<file path="config.mk">
export PLATFORM = sky130hd
export DESIGN_NAME = calib_corr_multi_flat
export DESIGN_NICKNAME = d
export VERILOG_FILES = /design/src/rtl/calib_corr_multi_if.sv /design/src/rtl/calib_corr_multi.sv /design/src/flat_wrapper.sv
export SDC_FILE = /design/constraint.sdc
export NUM_CORES = 2
export LEC_CHECK = 0
export ABC_CLOCK_PERIOD_IN_PS = 88800
export CAP_MARGIN = 5
export CORE_ASPECT_RATIO = 1.1
export CORE_UTILIZATION = 60
export CTS_CLUSTER_SIZE = 10
export DETAILED_ROUTE_END_ITERATION = 12
export PLACE_DENSITY_LB_ADDON = 0.08
export SYNTH_ARGS = -nofsm -noshare
export SYNTH_HDL_FRONTEND = slang
export SYNTH_SLANG_ARGS = --single-unit
</file>
<file path="constraint.sdc">
create_clock -name clk -period 88.8 [get_ports clk]
set_input_delay 13.32 -clock clk [delete_from_list [all_inputs] [get_ports clk]]
set_output_delay 13.32 -clock clk [all_outputs]
set_load 0.02 [all_outputs]
</file>
<file path="src/rtl/calib_corr_multi_if.sv">
// Bundle of ADC, configuration and result-handshake signals between the
// register file / front end (master) and the multi-channel correlator (slave).
interface calib_corr_multi_if #(
    parameter int NCH     = 4,
    parameter int ADC_W   = 2,
    parameter int PHASE_W = 32,
    parameter int ACC_W   = 32,
    parameter int CYC_W   = 32,
    parameter int PER_W   = 32
);
    logic [NCH*ADC_W-1:0]   adc_data;
    logic                   sec_pulse_ed;
    logic                   cfg_enable;
    logic                   cfg_epoch_sel;
    logic                   cfg_phase_rst;
    logic [PER_W-1:0]       cfg_period;
    logic [NCH*PHASE_W-1:0] cfg_rate;
    logic                   res_ack;
    logic                   ovr_clr;
    logic                   res_valid;
    logic                   res_overrun;
    logic [NCH-1:0]         res_sat;
    logic [NCH*ACC_W-1:0]   res_i;
    logic [NCH*ACC_W-1:0]   res_q;
    logic [NCH*PHASE_W-1:0] res_phase;
    logic [NCH*CYC_W-1:0]   res_cycles;

    modport master (
        output adc_data, sec_pulse_ed, cfg_enable, cfg_epoch_sel, cfg_phase_rst,
               cfg_period, cfg_rate, res_ack, ovr_clr,
        input  res_valid, res_overrun, res_sat, res_i, res_q, res_phase, res_cycles
    );

    modport slave (
        input  adc_data, sec_pulse_ed, cfg_enable, cfg_epoch_sel, cfg_phase_rst,
               cfg_period, cfg_rate, res_ack, ovr_clr,
        output res_valid, res_overrun, res_sat, res_i, res_q, res_phase, res_cycles
    );
endinterface

</file>
<file path="src/rtl/calib_corr_multi.sv">
// Multi-channel NCO I/Q correlator: per-channel mixing and saturating accumulation,
// epoch snapshots of I/Q/phase/cycle count, and a valid/ack result handshake.
module calib_corr_multi #(
    parameter int NCH     = 4,
    parameter int ADC_W   = 2,
    parameter int PHASE_W = 32,
    parameter int ACC_W   = 32,
    parameter int CYC_W   = 32,
    parameter int PER_W   = 32
) (
    input  logic              clk,
    input  logic              rst,
    calib_corr_multi_if.slave bus
);
    localparam int PW = ADC_W + 2;

    logic [PER_W-1:0]        r_per;
    logic [PHASE_W-1:0]      r_phase [NCH];
    logic signed [ACC_W-1:0] r_acc_i [NCH];
    logic signed [ACC_W-1:0] r_acc_q [NCH];
    logic [CYC_W-1:0]        r_cyc   [NCH];
    logic [NCH-1:0]          r_sat;
    logic [NCH*ACC_W-1:0]    r_res_i;
    logic [NCH*ACC_W-1:0]    r_res_q;
    logic [NCH*PHASE_W-1:0]  r_res_phase;
    logic [NCH*CYC_W-1:0]    r_res_cyc;
    logic [NCH-1:0]          r_res_sat;
    logic                    r_valid;
    logic                    r_ovr;

    logic                    w_per_last;
    logic                    w_ep;
    logic [PHASE_W:0]        w_nxt     [NCH];
    logic [CYC_W-1:0]        w_cyc_nxt [NCH];
    logic signed [ACC_W-1:0] w_acc_i   [NCH];
    logic signed [ACC_W-1:0] w_acc_q   [NCH];
    logic [NCH-1:0]          w_sat_now;

    function automatic logic signed [2:0] cos_lut(input logic [2:0] o);
        case (o)
            3'd0, 3'd7: return 3'sb010;
            3'd1, 3'd6: return 3'sb001;
            3'd2, 3'd5: return 3'sb111;
            default:    return 3'sb110;
        endcase
    endfunction

    function automatic logic signed [2:0] sin_lut(input logic [2:0] o);
        case (o)
            3'd0, 3'd3: return 3'sb001;
            3'd1, 3'd2: return 3'sb010;
            3'd4, 3'd7: return 3'sb111;
            default:    return 3'sb110;
        endcase
    endfunction

    function automatic logic signed [PW-1:0] mix(input logic [ADC_W-1:0] smp,
                                                 input logic signed [2:0] coef);
        logic signed [PW-1:0] smp_x;
        logic signed [PW-1:0] coef_x;
        smp_x  = {{2{smp[ADC_W-1]}}, smp};
        coef_x = {{(PW-3){coef[2]}}, coef};
        return smp_x * coef_x;
    endfunction

    // Returns {saturated, clamped sum}; one guard bit detects overflow.
    function automatic logic [ACC_W:0] sat_add(input logic signed [ACC_W-1:0] a,
                                               input logic signed [PW-1:0] p);
        logic signed [ACC_W:0] s;
        s = {a[ACC_W-1], a} + {{(ACC_W+1-PW){p[PW-1]}}, p};
        if (s[ACC_W] != s[ACC_W-1])
            return {1'b1, s[ACC_W], {(ACC_W-1){~s[ACC_W]}}};
        return {1'b0, s[ACC_W-1:0]};
    endfunction

    assign w_per_last = (bus.cfg_period != '0) && (r_per == bus.cfg_period - PER_W'(1));
    assign w_ep       = bus.cfg_enable && (bus.cfg_epoch_sel ? w_per_last : bus.sec_pulse_ed);

    always_comb begin
        w_sat_now = '0;
        for (int k = 0; k < NCH; k++) begin
            logic [PHASE_W-1:0] rate;
            logic [ACC_W:0]     si;
            logic [ACC_W:0]     sq;
            rate     = bus.cfg_rate[k*PHASE_W +: PHASE_W];
            w_nxt[k] = {1'b0, r_phase[k]} + {1'b0, rate};
            if (!rate[PHASE_W-1] && w_nxt[k][PHASE_W])
                w_cyc_nxt[k] = r_cyc[k] + CYC_W'(1);
            else if (rate[PHASE_W-1] && !w_nxt[k][PHASE_W])
                w_cyc_nxt[k] = r_cyc[k] - CYC_W'(1);
            else
                w_cyc_nxt[k] = r_cyc[k];
            si = sat_add(r_acc_i[k], mix(bus.adc_data[k*ADC_W +: ADC_W],
                                         cos_lut(r_phase[k][PHASE_W-1 -: 3])));
            sq = sat_add(r_acc_q[k], mix(bus.adc_data[k*ADC_W +: ADC_W],
                                         sin_lut(r_phase[k][PHASE_W-1 -: 3])));
            w_acc_i[k]   = si[ACC_W-1:0];
            w_acc_q[k]   = sq[ACC_W-1:0];
            w_sat_now[k] = si[ACC_W] | sq[ACC_W];
        end
    end

    always_ff @(posedge clk or posedge rst) begin
        if (rst) begin
            r_per       <= '0;
            r_sat       <= '0;
            r_res_i     <= '0;
            r_res_q     <= '0;
            r_res_phase <= '0;
            r_res_cyc   <= '0;
            r_res_sat   <= '0;
            r_valid     <= 1'b0;
            r_ovr       <= 1'b0;
            for (int k = 0; k < NCH; k++) begin
                r_phase[k] <= '0;
                r_acc_i[k] <= '0;
                r_acc_q[k] <= '0;
                r_cyc[k]   <= '0;
            end
        end else begin
            if (!bus.cfg_enable || !bus.cfg_epoch_sel || w_per_last)
                r_per <= '0;
            else if (bus.cfg_period != '0)
                r_per <= r_per + PER_W'(1);

            for (int k = 0; k < NCH; k++) begin
                if (!bus.cfg_enable) begin
                    r_phase[k] <= '0;
                    r_acc_i[k] <= '0;
                    r_acc_q[k] <= '0;
                    r_cyc[k]   <= '0;
                    r_sat[k]   <= 1'b0;
                end else if (w_ep) begin
                    r_phase[k] <= bus.cfg_phase_rst ? '0 : w_nxt[k][PHASE_W-1:0];
                    r_acc_i[k] <= '0;
                    r_acc_q[k] <= '0;
                    r_cyc[k]   <= '0;
                    r_sat[k]   <= 1'b0;
                    r_res_i[k*ACC_W +: ACC_W]         <= w_acc_i[k];
                    r_res_q[k*ACC_W +: ACC_W]         <= w_acc_q[k];
                    r_res_phase[k*PHASE_W +: PHASE_W] <= r_phase[k];
                    r_res_cyc[k*CYC_W +: CYC_W]       <= w_cyc_nxt[k];
                    r_res_sat[k] <= r_sat[k] | w_sat_now[k];
                end else begin
                    r_phase[k] <= w_nxt[k][PHASE_W-1:0];
                    r_acc_i[k] <= w_acc_i[k];
                    r_acc_q[k] <= w_acc_q[k];
                    r_cyc[k]   <= w_cyc_nxt[k];
                    r_sat[k]   <= r_sat[k] | w_sat_now[k];
                end
            end

            if (w_ep)
                r_valid <= 1'b1;
            else if (bus.res_ack)
                r_valid <= 1'b0;

            // Setting wins over a same-cycle clear.
            if (w_ep && r_valid && !bus.res_ack)
                r_ovr <= 1'b1;
            else if (bus.ovr_clr)
                r_ovr <= 1'b0;
        end
    end

    assign bus.res_valid   = r_valid;
    assign bus.res_overrun = r_ovr;
    assign bus.res_sat     = r_res_sat;
    assign bus.res_i       = r_res_i;
    assign bus.res_q       = r_res_q;
    assign bus.res_phase   = r_res_phase;
    assign bus.res_cycles  = r_res_cyc;
endmodule
</file>
<file path="src/flat_wrapper.sv">
// flat-port wrapper written by rule: the top's interface ports become plain ports
module calib_corr_multi_flat 
#(
    parameter int NCH     = 4,
    parameter int ADC_W   = 2,
    parameter int PHASE_W = 32,
    parameter int ACC_W   = 32,
    parameter int CYC_W   = 32,
    parameter int PER_W   = 32
)
  (clk, rst, bus_adc_data, bus_sec_pulse_ed, bus_cfg_enable, bus_cfg_epoch_sel, bus_cfg_phase_rst, bus_cfg_period, bus_cfg_rate, bus_res_ack, bus_ovr_clr, bus_res_valid, bus_res_overrun, bus_res_sat, bus_res_i, bus_res_q, bus_res_phase, bus_res_cycles);
  calib_corr_multi_if #(.NCH(NCH), .ADC_W(ADC_W), .PHASE_W(PHASE_W), .ACC_W(ACC_W), .CYC_W(CYC_W), .PER_W(PER_W)) bus_i ();
  input  logic clk;
  input  logic rst;
  input wire logic [$bits(bus_i.adc_data)-1:0] bus_adc_data;
  input wire logic [$bits(bus_i.sec_pulse_ed)-1:0] bus_sec_pulse_ed;
  input wire logic [$bits(bus_i.cfg_enable)-1:0] bus_cfg_enable;
  input wire logic [$bits(bus_i.cfg_epoch_sel)-1:0] bus_cfg_epoch_sel;
  input wire logic [$bits(bus_i.cfg_phase_rst)-1:0] bus_cfg_phase_rst;
  input wire logic [$bits(bus_i.cfg_period)-1:0] bus_cfg_period;
  input wire logic [$bits(bus_i.cfg_rate)-1:0] bus_cfg_rate;
  input wire logic [$bits(bus_i.res_ack)-1:0] bus_res_ack;
  input wire logic [$bits(bus_i.ovr_clr)-1:0] bus_ovr_clr;
  output wire logic [$bits(bus_i.res_valid)-1:0] bus_res_valid;
  output wire logic [$bits(bus_i.res_overrun)-1:0] bus_res_overrun;
  output wire logic [$bits(bus_i.res_sat)-1:0] bus_res_sat;
  output wire logic [$bits(bus_i.res_i)-1:0] bus_res_i;
  output wire logic [$bits(bus_i.res_q)-1:0] bus_res_q;
  output wire logic [$bits(bus_i.res_phase)-1:0] bus_res_phase;
  output wire logic [$bits(bus_i.res_cycles)-1:0] bus_res_cycles;
  assign bus_i.adc_data = bus_adc_data;
  assign bus_i.sec_pulse_ed = bus_sec_pulse_ed;
  assign bus_i.cfg_enable = bus_cfg_enable;
  assign bus_i.cfg_epoch_sel = bus_cfg_epoch_sel;
  assign bus_i.cfg_phase_rst = bus_cfg_phase_rst;
  assign bus_i.cfg_period = bus_cfg_period;
  assign bus_i.cfg_rate = bus_cfg_rate;
  assign bus_i.res_ack = bus_res_ack;
  assign bus_i.ovr_clr = bus_ovr_clr;
  assign bus_res_valid = bus_i.res_valid;
  assign bus_res_overrun = bus_i.res_overrun;
  assign bus_res_sat = bus_i.res_sat;
  assign bus_res_i = bus_i.res_i;
  assign bus_res_q = bus_i.res_q;
  assign bus_res_phase = bus_i.res_phase;
  assign bus_res_cycles = bus_i.res_cycles;
  calib_corr_multi #(.NCH(NCH), .ADC_W(ADC_W), .PHASE_W(PHASE_W), .ACC_W(ACC_W), .CYC_W(CYC_W), .PER_W(PER_W)) u_core (.clk(clk), .rst(rst), .bus(bus_i));
endmodule
</file>
==> flow_metrics.py <==
metrics = {
    "cts": {
        "hold_fix_buffers_cts": 0,
        "post_cts_setup_buffer_count": 0,
        "clkLatencyLatePin_ps": 750,
        "cts_tree": "yes",
        "root_buffer": "sky130_fd_sc_hd__clkbuf_16",
        "post_cts_resize_count": 0,
        "cts-root-to-sink-buffers": 3,
        "clock_sinks": 1066,
        "htree_num_levels": 4,
        "cts_made_buffers": 130,
        "clk_pin_slew_worst_paths_ps": 60,
    },
    "run": {
        "maxCapViolCount": 0,
    },
    "logic_synthesis": {
        "postSynth.topFlopCell": "sky130_fd_sc_hd__dfrtp_1",
        "yosys.cell_types.count": 102,
        "syn_inst": 7004,
        "number_of_enable_flip_flop_cells_after_synthesis": 0,
        "ys_seq_elements": 1066,
        "syn_area_um2": 62800,
        "postSynthNetCount": 7610,
        "syn-mean-instance-area_um2": 8.97,
        "sequential_to_total_area_share_from_yosys_stat_pct": 42.5,
        "yosys_warnings": 0,
        "postSynth.asyncResetShare_pct": 100,
    },
    "detailed_routing": {
        "detailroute.via_count": 53446,
        "routed_wl_um": 180000,
        "drc": 0,
        "drt_first_iter_violations": 4024,
        "drt_pre_antenna_iters": 8,
        "detail_route.vias_per_cell": 5.91,
        "routedWlPerCell_um": 19.9,
        "final_antenna_net_count": 0,
    },
    "final_layout": {
        "seq_area_um2": 26700,
        "drive_above_1_share_pct": 4.31,
        "most-common-layout-cells": "1066 x sky130_fd_sc_hd__dfrtp_1, 996 x sky130_fd_sc_hd__nand2_1, 876 x sky130_fd_sc_hd__nor2_1",
        "nFillCells": 8123,
        "fin_nets": 8199,
        "syn_to_layout_area_delta_pct": 18.2,
        "multi_input_area_um2": 34100,
        "mostFrequentLayoutCell": "sky130_fd_sc_hd__dfrtp_1",
    },
    "timing": {
        "max_freq_mhz": 52.4,
        "min_period_over_period_pct": 21.5,
        "setup_tns_ps": 0,
        "worst_clock_skew_ps": 23.0,
        "finalHoldViolations": 0,
        "final_max_slew_viol_count": 0,
        "fin_hold_ws_ps": 471,
        "post-route-min-period_ps": 19070,
        "max-slew-margin-rel_pct": 13.6,
        "setup_ws_ps": 69730,
        "unrepaired_setup_endpoints_after_global_routing": "false",
        "finalSetupViolations": 0,
        "worst_max_slew_pin_slew_ps": 1300,
    },
    "setup_path": {
        "slowest_delay_ps": 870,
        "crit-reg2reg-capture": "u_core.r_acc_i[88]",
        "worst-setup-path-type": "input port to flip-flop",
        "kind_of_start_point_of_the_critical_path": "input port",
        "worst-path-max-fanout": 29,
        "critical_path.n_buffers_inverters": 4,
        "slowest_stage": "sky130_fd_sc_hd__or3_1",
        "crit_cells": 19,
        "worst_ep_required_time_ps": 89380,
        "r2r-start": "u_core.r_phase[94]",
        "reg2reg_setup_slack_ps": 82010,
        "crit_family": "simple AND/OR/NAND/NOR gates",
        "crit_path_cell_chain": "clkdlybuf4s50_1, inv_1, or2_2, fa_1, inv_1, ha_1, xor2_1, xnor2_2, buf_4, ha_1, a21oi_1, o21ai_0, a2111oi_0, o31ai_1, a2111o_1, nand3_1, and2_1, or3_1, nor2_1",
        "crit_path_end_kind": "flip-flop",
        "r2r_worst_path_depth": 20,
        "worst_ep_arrival_time_ps": 19650,
    },
    "placement": {
        "dp_worst_setup_slack_ps": 68920,
        "dp.final_hpwl_um": 131000,
        "final_wtd_congestion": 0.940,
        "port_buffers": 693,
    },
    "grt": {
        "grt_start_max_net_pins": 200,
        "grt_pass1_wl_um": 285000,
        "antenna_found_initial": 32,
        "gr-total-overflow": 0,
        "gr-usage-all-layers_pct": 33.6,
        "via_count_of_the_first_global_routing_pass": 51907,
    },
    "die": {
        "floorplan.die.width_um": 311,
        "die_area_um2": 106000,
        "dieHeight_um": 341,
        "core_area_um2": 104000,
        "initial_util_pct": 60.5,
        "pin_count": 694,
        "std_cell_rows": 124,
    },
    "hold_path": {
        "hp-class": "flip-flop to flip-flop",
        "hold-path-endpoint": "u_core.bus.res_phase[46]",
        "worst_hold_startpoint": "u_core.bus.res_phase[46]",
        "worstHoldPathCells": 2,
    },
    "run_status": {
        "outcome": "finished, final reports clean",
    },
}
[synth_stat cells, types with 24 or more instances]
cell type,instances,area [um^2]
sky130_fd_sc_hd__a211oi_1,50,375
sky130_fd_sc_hd__a21o_1,182,1370
sky130_fd_sc_hd__a21oi_1,522,2610
sky130_fd_sc_hd__a31oi_1,69,432
sky130_fd_sc_hd__and2_1,47,294
sky130_fd_sc_hd__and3_1,95,594
sky130_fd_sc_hd__buf_2,73,365
sky130_fd_sc_hd__buf_6,54,608
sky130_fd_sc_hd__clkbuf_1,150,563
sky130_fd_sc_hd__dfrtp_1,1066,26700
sky130_fd_sc_hd__ha_1,410,5130
sky130_fd_sc_hd__inv_1,177,664
sky130_fd_sc_hd__mux2i_1,75,751
sky130_fd_sc_hd__nand2_1,998,3750
sky130_fd_sc_hd__nand2b_1,59,369
sky130_fd_sc_hd__nand3_1,118,591
sky130_fd_sc_hd__nand4_1,63,394
sky130_fd_sc_hd__nor2_1,878,3300
sky130_fd_sc_hd__nor2b_1,59,369
sky130_fd_sc_hd__nor3_1,125,626
sky130_fd_sc_hd__nor4_1,38,238
sky130_fd_sc_hd__o211ai_1,37,278
sky130_fd_sc_hd__o21a_1,65,488
sky130_fd_sc_hd__o21ai_0,209,1050
sky130_fd_sc_hd__o21ai_1,326,1630
sky130_fd_sc_hd__o21bai_1,40,300
sky130_fd_sc_hd__o31ai_1,46,345
sky130_fd_sc_hd__or2_2,24,150
sky130_fd_sc_hd__or3_1,48,300
sky130_fd_sc_hd__xnor2_1,275,2410
sky130_fd_sc_hd__xor2_1,246,2150
[per-stage QoR]
stage                     std cells  cell area [um^2]  utilization, %
final                          9047             74300            71.6
after floorplan                7004             62800               -
after global placement         8847             70500            67.9
after detailed placement       8847             70500            67.9
after CTS                      9026             74200            71.5
after global routing           9044             74300            71.6
[logic make-up (layout without fill, tap and decap cells)]
| logic type | count (synthesis) | after routing | share of synthesized area [%] |
|---|---|---|---|
| AND/OR/NAND/NOR | 2664 | 2664 | 19.0 |
| AO/OA/AOI/OAI | 1758 | 1758 | 17.2 |
| flip-flops | 1066 | 1066 | 42.5 |
| XOR/XNOR | 521 | 521 | 7.26 |
| buffers and inverters | 461 | 1097 | 3.58 |
| adder cells (fa/ha/maj) | 446 | 446 | 9.06 |
| multiplexers | 88 | 88 | 1.43 |
| other | 0 | 21 | 0 |
[how the worst max path moves through the flow]
| stage | start | end | slack, ps |
|---|---|---|---|
| 6_report | bus_adc_data[3] | u_core.r_acc_i[88] | 69730 |
| 5_1_grt | bus_adc_data[3] | u_core.r_acc_i[89] | 69280 |
| 4_1_cts | bus_adc_data[3] | u_core.r_acc_i[76] | 69710 |
| 3_5_place_dp | bus_adc_data[3] | u_core.r_acc_i[88] | 68920 |
| 3_3_place_gp | bus_adc_data[3] | u_core.r_acc_i[85] | 68960 |
| 2_1_floorplan | rst | u_core.bus.res_cycles[0] | 45470 |
[routing by layer]
metal | share of wire (%) | track usage [%] | vias to the layer above
li1 | - | - | 25657
met3 | 7.3 | 8.52 | 399
met2 | 47 | 54.1 | 1551
met4 | 5.0 | 17.0 | 18
met1 | 41 | 42.1 | 25821
met5 | 0.066 | 0 | -
[state kept, by name, indices dropped and copies added (netlist names)]
name                    flops
u_core.r_per               32
u_core.bus.res_cycles     128
u_core.r_phase            128
u_core.bus.res_phase      128
u_core.r_sat                4
u_core.bus.res_sat          4
u_core.bus.res_q          128
u_core.bus.res_overrun      1
u_core.r_acc_q            128
u_core.r_cyc              128
u_core.r_acc_i            128
u_core.bus.res_i          128
u_core.bus.res_valid        1
[worst reg2reg max path, stage by stage, from the launching register on]
cell	delay, ps
sky130_fd_sc_hd__dfrtp_1	660
sky130_fd_sc_hd__nor2_1	110
sky130_fd_sc_hd__nand2_1	80
sky130_fd_sc_hd__o21ai_0	100
sky130_fd_sc_hd__or2_2	310
sky130_fd_sc_hd__fa_1	380
sky130_fd_sc_hd__inv_1	60
sky130_fd_sc_hd__ha_1	150
sky130_fd_sc_hd__xor2_1	230
sky130_fd_sc_hd__xnor2_2	140
sky130_fd_sc_hd__buf_4	380
sky130_fd_sc_hd__ha_1	400
sky130_fd_sc_hd__a21oi_1	240
sky130_fd_sc_hd__o21ai_0	110
sky130_fd_sc_hd__a2111oi_0	620
sky130_fd_sc_hd__o31ai_1	250
sky130_fd_sc_hd__a2111o_1	450
sky130_fd_sc_hd__nand3_1	500
sky130_fd_sc_hd__and2_1	420
sky130_fd_sc_hd__or3_1	870
sky130_fd_sc_hd__nor2_1	160
[layout make-up]
type	instances	area share, %
multi-input combinational	5477	45.9
sequential	1066	35.9
timing repair buffer	741	9.87
clock buffer	160	4.75
tap	1386	2.33
inverter	177	0.905
clock inverter	19	0.239
antenna	21	0.0708
Power is not shown: default switching activity piles up to over one toggle a cycle in this logic, so the estimate is an artifact.
